`src/rtl/fpu_share_arbiter.sv`:
```
// ----------------------------------------------------------------------------
// fpu_share_arbiter
//
// Purpose:
//   Time-shares one double-precision FPU (add/sub/mul/div) between N
//   requesters. A round-robin pointer chooses the next requester. The
//   arbiter latches that requester's operands into the fpu_* registers and
//   pulses fpu_enable for one cycle. It then waits for the FPU to complete,
//   or for a timeout to expire. Finally it returns the result with a
//   one-cycle done pulse to the requester it served.
//
// Ports:
//   clk, rst          operation clock and synchronous active-high reset
//   req[N]            request level per requester
//   req_op[3N]        fpu op per requester      (slice i = [3i+2:3i])
//   req_rmode[2N]     rounding mode per requester
//   req_opa/opb[64N]  operands per requester    (slice i = [64i+63:64i])
//   gnt[N]            one-hot grant, ISSUE through DONE
//   done[N]           one-cycle completion pulse to the served requester
//   result[64]        last result, updated in the done cycle and then held
//   timeout_err       pulses with done when the operation timed out
//   busy              high whenever the sequencer is not idle
//   fpu_enable        one-cycle start strobe to the FPU
//   fpu_op/rmode/opa/opb  registered FPU operands
//   fpu_out, fpu_ready    FPU result and ready level
// ----------------------------------------------------------------------------
module fpu_share_arbiter #(
    parameter int N       = 4,
    parameter int TIMEOUT = 255
) (
    input  logic            clk,
    input  logic            rst,
    input  logic [N-1:0]    req,
    input  logic [3*N-1:0]  req_op,
    input  logic [2*N-1:0]  req_rmode,
    input  logic [64*N-1:0] req_opa,
    input  logic [64*N-1:0] req_opb,
    output logic [N-1:0]    gnt,
    output logic [N-1:0]    done,
    output logic [63:0]     result,
    output logic            timeout_err,
    output logic            busy,
    output logic            fpu_enable,
    output logic [2:0]      fpu_op,
    output logic [1:0]      fpu_rmode,
    output logic [63:0]     fpu_opa,
    output logic [63:0]     fpu_opb,
    input  logic [63:0]     fpu_out,
    input  logic            fpu_ready
);

    localparam int IW = (N > 1) ? $clog2(N) : 1;
    localparam int WW = $clog2(TIMEOUT + 1);

    localparam logic [IW:0]   L_N    = (IW + 1)'(N);
    localparam logic [IW-1:0] L_LAST = IW'(N - 1);
    localparam logic [WW-1:0] L_TMO  = WW'(TIMEOUT);
    localparam logic [63:0]   QNAN   = 64'h7FF8_0000_0000_0000;

    typedef enum logic [1:0] {
        S_IDLE,
        S_ISSUE,
        S_WAIT,
        S_DONE
    } state_t;

    state_t          r_state;
    state_t          w_state_nxt;

    logic [IW-1:0]   r_ptr;
    logic [IW-1:0]   r_idx;
    logic [N-1:0]    r_gnt;
    logic            r_armed;
    logic            r_tmo;
    logic [WW-1:0]   r_wcnt;
    logic [63:0]     r_result;
    logic [2:0]      r_fpu_op;
    logic [1:0]      r_fpu_rmode;
    logic [63:0]     r_fpu_opa;
    logic [63:0]     r_fpu_opb;

    logic [N-1:0]    w_rot;
    logic [IW-1:0]   w_off;
    logic [IW:0]     w_sum;
    logic [IW-1:0]   w_sel;
    logic [N-1:0]    w_sel_oh;
    logic [2:0]      w_sel_op;
    logic [1:0]      w_sel_rmode;
    logic [63:0]     w_sel_opa;
    logic [63:0]     w_sel_opb;
    logic            w_any_req;
    logic            w_ready_ok;
    logic            w_tmo_hit;

    // Round-robin pick: rotate req so that bit 0 is the requester at ptr.
    // The lowest set bit then gives the offset from ptr, and adding that
    // offset to ptr (mod N) gives the absolute index.
    assign w_any_req = |req;
    assign w_rot     = N'({req, req} >> r_ptr);

    always_comb begin
        w_off = '0;
        for (int k = N - 1; k >= 0; k--) begin
            if (w_rot[k]) begin
                w_off = IW'(k);
            end
        end
    end

    assign w_sum = {1'b0, r_ptr} + {1'b0, w_off};
    assign w_sel = (w_sum >= L_N) ? IW'(w_sum - L_N) : IW'(w_sum);

    always_comb begin
        w_sel_oh    = '0;
        w_sel_op    = '0;
        w_sel_rmode = '0;
        w_sel_opa   = '0;
        w_sel_opb   = '0;
        for (int k = 0; k < N; k++) begin
            if (w_sel == IW'(k)) begin
                w_sel_oh[k] = 1'b1;
                w_sel_op    = req_op[3*k +: 3];
                w_sel_rmode = req_rmode[2*k +: 2];
                w_sel_opa   = req_opa[64*k +: 64];
                w_sel_opb   = req_opb[64*k +: 64];
            end
        end
    end

    // The FPU may still hold ready from the previous operation. Ready is
    // accepted only after it has been seen low at least once in WAIT.
    assign w_ready_ok = r_armed & fpu_ready;
    assign w_tmo_hit  = (r_wcnt == L_TMO);

    always_ff @(posedge clk) begin
        if (rst) begin
            r_state <= S_IDLE;
        end else begin
            r_state <= w_state_nxt;
        end
    end

    always_comb begin
        w_state_nxt = r_state;
        busy        = 1'b1;
        fpu_enable  = 1'b0;
        done        = '0;
        timeout_err = 1'b0;
        case (r_state)
            S_IDLE: begin
                busy = 1'b0;
                if (w_any_req) begin
                    w_state_nxt = S_ISSUE;
                end
            end
            S_ISSUE: begin
                fpu_enable  = 1'b1;
                w_state_nxt = S_WAIT;
            end
            S_WAIT: begin
                if (w_ready_ok || w_tmo_hit) begin
                    w_state_nxt = S_DONE;
                end
            end
            S_DONE: begin
                done        = r_gnt;
                timeout_err = r_tmo;
                w_state_nxt = S_IDLE;
            end
            default: begin
                w_state_nxt = S_IDLE;
            end
        endcase
    end

    always_ff @(posedge clk) begin
        if (rst) begin
            r_ptr       <= '0;
            r_idx       <= '0;
            r_gnt       <= '0;
            r_armed     <= 1'b0;
            r_tmo       <= 1'b0;
            r_wcnt      <= '0;
            r_result    <= '0;
            r_fpu_op    <= '0;
            r_fpu_rmode <= '0;
            r_fpu_opa   <= '0;
            r_fpu_opb   <= '0;
        end else begin
            case (r_state)
                S_IDLE: begin
                    if (w_any_req) begin
                        r_gnt       <= w_sel_oh;
                        r_idx       <= w_sel;
                        r_fpu_op    <= w_sel_op;
                        r_fpu_rmode <= w_sel_rmode;
                        r_fpu_opa   <= w_sel_opa;
                        r_fpu_opb   <= w_sel_opb;
                    end
                end
                S_ISSUE: begin
                    r_armed <= 1'b0;
                    r_tmo   <= 1'b0;
                    r_wcnt  <= '0;
                end
                S_WAIT: begin
                    // The counter stops at TIMEOUT, so it cannot wrap.
                    if (!w_tmo_hit) begin
                        r_wcnt <= r_wcnt + 1'b1;
                    end
                    if (!fpu_ready) begin
                        r_armed <= 1'b1;
                    end
                    // Ready takes priority over a timeout in the same cycle.
                    if (w_ready_ok) begin
                        r_result <= fpu_out;
                    end else if (w_tmo_hit) begin
                        r_result <= QNAN;
                        r_tmo    <= 1'b1;
                    end
                end
                S_DONE: begin
                    r_gnt <= '0;
                    r_ptr <= (r_idx == L_LAST) ? '0 : r_idx + 1'b1;
                end
                default: begin
                    r_gnt <= '0;
                end
            endcase
        end
    end

    assign gnt       = r_gnt;
    assign result    = r_result;
    assign fpu_op    = r_fpu_op;
    assign fpu_rmode = r_fpu_rmode;
    assign fpu_opa   = r_fpu_opa;
    assign fpu_opb   = r_fpu_opb;

endmodule

```
`config.mk`:
```
export PLATFORM = sky130hd
export DESIGN_NAME = fpu_share_arbiter
export DESIGN_NICKNAME = d
export VERILOG_FILES = /design/src/rtl/fpu_share_arbiter.sv
export SDC_FILE = /design/constraint.sdc
export NUM_CORES = 1
export LEC_CHECK = 0
export ABC_AREA = 1
export ABC_CLOCK_PERIOD_IN_PS = 3100
export BUFFER_PORTS_ARGS = -buffer_cell sky130_fd_sc_hd__buf_2
export CAP_MARGIN = 20
export CORE_AREA = 2 2 313 315
export DETAILED_ROUTE_END_ITERATION = 10
export DIE_AREA = 0 0 315 317
export SLEW_MARGIN = 5
export SYNTH_ARGS = -nofsm -noshare
export SYNTH_HDL_FRONTEND = slang
export SYNTH_SLANG_ARGS = --single-unit
```
`constraint.sdc`:
```
create_clock -name clk -period 3.1 [get_ports clk]
set_clock_uncertainty 0.1 [all_clocks]
set_input_delay 0.62 -clock clk [delete_from_list [all_inputs] [get_ports clk]]
set_output_delay 0.62 -clock clk [all_outputs]
set_load 0.1 [all_outputs]
```
=== Word-level counts from Yosys, hierarchy flattened ===
Cells that the tools add are included.

* Add/subtract/negate cells: 4
* Magnitude comparators: 1
* Eq/ne operators: 14
* Shifts and indexed selects: 1
* Muxes and demuxes: 44
* Bitwise gates (word level): 1
* Reduce and logical (&&, ||, !) cells: 14

{| class="wikitable"
|+ Operators with widths
! kind !! count
|-
| 64-bit 2-to-1 mux || 10
|-
| 2-bit 2-to-1 mux || 12
|-
| 8-bit one-hot mux with 2 select lines || 1
|-
| 3-bit 2-to-1 mux || 4
|-
| 2-bit inequality test (second input constant) || 6
|-
| 2-bit AND reduction || 6
|-
| 2-bit == test (second input constant) || 5
|-
| 1-bit 2-to-1 mux || 10
|-
| 8-bit by 1-bit adder with 8-bit output (second input constant) || 1
|-
| 8-bit == test (second input constant) || 1
|-
| 4-bit 2-to-1 mux || 2
|-
| 8-bit 2-to-1 mux || 1
|-
| 2-bit one-hot mux with 4 select lines || 1
|-
| 4-bit one-hot mux with 2 select lines || 1
|-
| 8-bit by 2-bit >> shifter with 4-bit output || 1
|-
| 2-bit nonzero test || 3
|-
| 2-bit by 1-bit == test with 1-bit output (second input constant) || 2
|-
| 2-bit logical NOT || 2
|-
| 1-bit one-hot mux with 2 select lines || 2
|-
| 4-bit OR reduction || 1
|-
| 2-bit by 2-bit adder with 3-bit output || 1
|-
| 3-bit greater-or-equal comparator (second input constant) || 1
|-
| 3-bit AND reduction || 1
|-
| 2-bit by 1-bit adder with 2-bit output (second input constant) || 1
|-
| 3 further kinds || 3
|}

* Flip-flop bits (word level): 217
* Bits of input ports: 603
* Output and inout bits: 208
* Logic and storage cells: 91

=== Longest topological paths before layout ===
* Depth after elaboration: 13
* Gate-level depth with buffers: 18
* Gate-level depth less buffers: 17

=== Least setup slack after synthesis ===
OpenSTA, ideal clock, no wires.

* Path kind: in2reg
* From: in req[1]
* To: reg r_fpu_opa[59], in the netlist fpu_opa[59]
* Library setup time: 139 ps
* Data arrival time: 2359 ps
* Data required time: 2861 ps
* Slack: 501 ps
* Stages: 17
* Buffers on the path: 3
* Cell sequence: nand2_1 -> nand3_1 -> nand2_1 -> nand3_1 -> a21boi_0 -> ha_1 -> xnor2_1 -> inv_1 -> nand2_4 -> nand2_8 -> buf_6 -> buf_8 -> buf_4 -> o21ai_1 -> nand3_1 -> nand2_1 -> a21oi_2

* Cells in the longest elaborated chain, start to end: 13
* Elaborated cells between the ends (all ways): 19
* Those cells by class: add/sub (2); order compare (1); eq/ne (3); shift (1); mux (9); reduce/logical (3)

{| class="wikitable"
|+ RTL lines
! element !! line !! text
|-
| start, declared || 33 || <nowiki>input logic [N-1:0] req,</nowiki>
|-
| 8-bit by 2-bit >> shifter with 4-bit output || 99 || <nowiki>assign w_rot = N'({req, req} >> r_ptr);</nowiki>
|-
| 2-bit 2-to-1 mux (4 in a row) || 104 || <nowiki>if (w_rot[k]) begin</nowiki>
|-
| 2-bit by 2-bit adder with 3-bit output || 110 || <nowiki>assign w_sum = {1'b0, r_ptr} + {1'b0, w_off};</nowiki>
|-
| 3-bit greater-or-equal comparator / 2-bit by 1-bit subtractor with 2-bit output (equally long branches) || 111 || <nowiki>assign w_sel = (w_sum >= L_N) ? IW'(w_sum - L_N) : IW'(w_sum);</nowiki>
|-
| 2-bit 2-to-1 mux || 111 ||
|-
| 2-bit logical NOT || 120 || <nowiki>if (w_sel == IW'(k)) begin</nowiki>
|-
| 64-bit 2-to-1 mux (4 in a row) || 120 ||
|-
| end signal, assigned || 197 || <nowiki>r_fpu_opa <= w_sel_opa;</nowiki>
|-
| end, declared || 79 || <nowiki>logic [63:0] r_fpu_opa;</nowiki>
|}

Parallel ways exist; a longest one is shown, timed or not.
A chain may end at the register's enable or synchronous reset.

=== Worst setup path after layout ===
* From: reg r_state[0]
* To: out done[0]

* Cells in the longest elaborated chain, start to end: 2

{| class="wikitable"
|+ RTL lines
! element !! line !! text
|-
| start, declared || 67 || <nowiki>state_t r_state;</nowiki>
|-
| start signal, assigned || 139 || <nowiki>r_state <= w_state_nxt;</nowiki>
|-
| 2-bit == test || 149 || <nowiki>case (r_state)</nowiki>
|-
| 4-bit 2-to-1 mux || 149 ||
|-
| end, declared || 39 || <nowiki>output logic [N-1:0] done,</nowiki>
|}

No other way between the ends.

==> impl_metrics.tcl <==
set metrics [dict create \
    ant_nets 0 \
    drtIter0Drc 1129 \
    p_comb_frac 0.673 \
    place_ws_ps -139 \
    core_area_mm2 0.0963 \
    rows 114 \
    r2r_slack_ps 280 \
    via_per_inst 3.97 \
    grt_pass1_wl_um 95900 \
    syn_area_mm2 0.0119 \
    fin_setup_tns_ps 0 \
    cts_max_level 1 \
    slew_violations 0 \
    use_met3 0.0384 \
    yosys.area.top_type "dfxtp_1" \
    utilization 0.195 \
    reg2reg_from "r_ptr[0]$_SDFFE_PP0P_" \
    fin_ws_ps 248 \
    finalCritPeriodShare 0.920 \
    setup_viol 0 \
    seq_area_mm2 0.00435 \
    io_buffers 810 \
    cp_data_arrival_time_ps 2130 \
    maxSlewHeadroom 0.505 \
    die_w_um 315 \
    die_area_mm2 0.0999 \
    crit_path_max_fanout 6 \
    p_seq_frac 0.179 \
    synth_fp_nets 2517 \
    final_cells 3988 \
    fillers 11119 \
    design_area_mm2 0.0188 \
    multi_input_area_mm2 0.00623 \
    track_usage 0.129 \
    synthTopCellsByCount "nand2_1, o21ai_0, dfxtp_1, a21oi_1, inv_1" \
    cts_sinks 217 \
    grt_pass1_vias 14676 \
    r2r-end "fpu_opa[16]$_SDFFE_PP0P_" \
    synthCells 1907 \
    place_congestion 0.964 \
    max_freq_mhz 351 \
    rsz0062_at_grt "no" \
    io_pins 811 \
    globalRouteMet2Util 0.215 \
    area_growth_pct 57.1 \
    root_buffer "clkbuf_16" \
    p_switching_w 0.0143 \
    cts_tree "yes" \
    yosys_warnings 0 \
    async_reset_ff_frac 0 \
    grtUsageMet1 0.157 \
    dp.cells 3935 \
    drtPass1Iterations 5 \
    maxCapViolCount 0 \
    die_h_um 317 \
    start_util 0.124 \
    grt_max_degree 99 \
    nets 3300 \
    tightestPinTransition_ps 748 \
    drc 0 \
    path_class "reg2out" \
    insertion_delay_ps 600 \
    leakagePower_nw 9.28 \
    synth_area_leaders "dfxtp_1, nand2_1, o21ai_0" \
    crit_start "r_state[0]$_SDFFE_PP0P_" \
    routedWlPerCell_um 17.4 \
    clkSlewWorstSetupHoldPaths_ps 60 \
    ys_seq_area_frac 0.364 \
    cts-buffers-inserted 29 \
    hold_viol 0 \
    switching_share 0.602 \
    hpwl_um 55000 \
    antenna_found_initial 12 \
    p_clk_frac 0.148 \
    place_area_mm2 0.0178 \
    p_per_area_mw_per_mm2 1260 \
    vias 15828 \
    worst-endpoint-required_ps 2380 \
    overflow 0 \
    ir_drop_mv 0.691 \
    critPathCapture "done[0]" \
    rr_worst_depth 19 \
    start_kind "flop" \
    yosysMostFrequentCell "nand2_1" \
    synth.avg_cell_area_um2 6.26 \
    layout-drive-gt1-share 0.356 \
    internal_power_w 0.00943 \
    min_path_type "in2reg" \
    busiest_layer "met2" \
    synth_top_area_frac 0.364 \
    synth_seq_cells 217 \
    cts-hold-fix-buffers 0 \
    yosys_most_used_dff "dfxtp_1" \
    cts_buffer_depth 3 \
    status "finished clean" \
    crit_path_end_kind "output pin" \
    finalCriticalPeriod_ps 2850 \
    wirelength_um 69300 \
    ys_types 34 \
    synth_edf_count 0 \
]
-- state kept, by name, summed over array words and instances (netlist names), 3 cells and up --
register,count
fpu_opa,64
fpu_opb,64
result,64
r_wcnt,8
gnt,4
fpu_op,3
-- power groups by stage --
| stage | clock network [W] | logic (W) | registers [W] |
|---|---|---|---|
| 2_1_floorplan | 0 | 0.00546 | 0.0103 |
| 3_3_place_gp | 0 | 0.0161 | 0.00426 |
| 3_5_place_dp | 0 | 0.0161 | 0.00428 |
| 4_1_cts | 0.00363 | 0.0161 | 0.00423 |
| 5_1_grt | 0.00373 | 0.0171 | 0.00433 |
| 6_report | 0.00351 | 0.0160 | 0.00424 |
-- routing by layer --
layer / vias to the layer above / part of all wire
li1: 7713 / -
met1: 7266 / 0.41
met2: 744 / 0.46
met3: 101 / 0.092
met4: 4 / 0.036
met5: - / 0.00030
-- what timing repair did --
action / CTS / global route
resized for setup: 0 / 3
buffers inserted: 0 / 0
setup endpoints to repair: 0 / 109
-- how the worst min path moves through the flow --
stage	startpoint	slack [ps]	cells after the start	to
after global routing	fpu_out[43]	140	3	result[43]$_SDFFE_PP0P_
after CTS	fpu_out[36]	120	3	result[36]$_SDFFE_PP0P_
after detailed placement	result[54]$_SDFFE_PP0P_	340	2	result[54]$_SDFFE_PP0P_
after floorplan	r_armed$_SDFFE_PP0P_	340	2	r_armed$_SDFFE_PP0P_
final	fpu_out[15]	170	3	result[15]$_SDFFE_PP0P_
after global placement	result[51]$_SDFFE_PP0P_	330	2	result[51]$_SDFFE_PP0P_
-- logic make-up after synthesis --
logic type / Yosys count / synth area share
flip-flops: 217 / 0.364
AO/OA/AOI/OAI: 493 / 0.210
buffers and inverters: 312 / 0.118
XOR/XNOR: 2 / 0.00147
adder cells (fa/ha/maj): 7 / 0.00734
AND/OR/NAND/NOR: 876 / 0.299
-- layout make-up --
cell class / count / area share
Timing Repair Buffer: 892 / 0.265
Clock buffer: 38 / 0.0442
Sequential cell: 217 / 0.232
Antenna cell: 6 / 0.000800
Multi-Input combinational cell: 1378 / 0.332
Inverter: 172 / 0.0347
Clock inverter: 9 / 0.00674
Tap cell: 1276 / 0.0851
-- cell usage in the layout, fill, tap and decap left out, types with 5 or more instances in the layout --
cell type / synthesis / final
nand4_1: 5 / 5
nor2_1: 14 / 12
clkbuf_16: 0 / 29
o21ai_0: 242 / 242
a21oi_1: 204 / 204
nand2_1: 684 / 683
diode_2: 0 / 6
ha_1: 7 / 6
buf_2: 25 / 809
nand3_1: 157 / 157
clkbuf_8: 0 / 7
dfxtp_1: 217 / 215
o21ai_1: 35 / 35
buf_12: 0 / 23
a21oi_2: 7 / 7
inv_1: 168 / 168
buf_4: 18 / 59
-- metrics by stage --
step | total power, W | hold WS, ps
global route | 0.0252 | 139
floorplan | 0.0157 | 340
detailed placement | 0.0204 | 339
CTS | 0.0240 | 120
global placement | 0.0204 | 333
finish | 0.0237 | 170
-- critical path, cell delays in order (launching register included) --
cell     delay (ps)
dfxtp_1         360
ha_1            400
buf_4           230
nand2_1          50
inv_1            60
buf_2           420
Note: power is estimated with default switching activity, not from simulation.
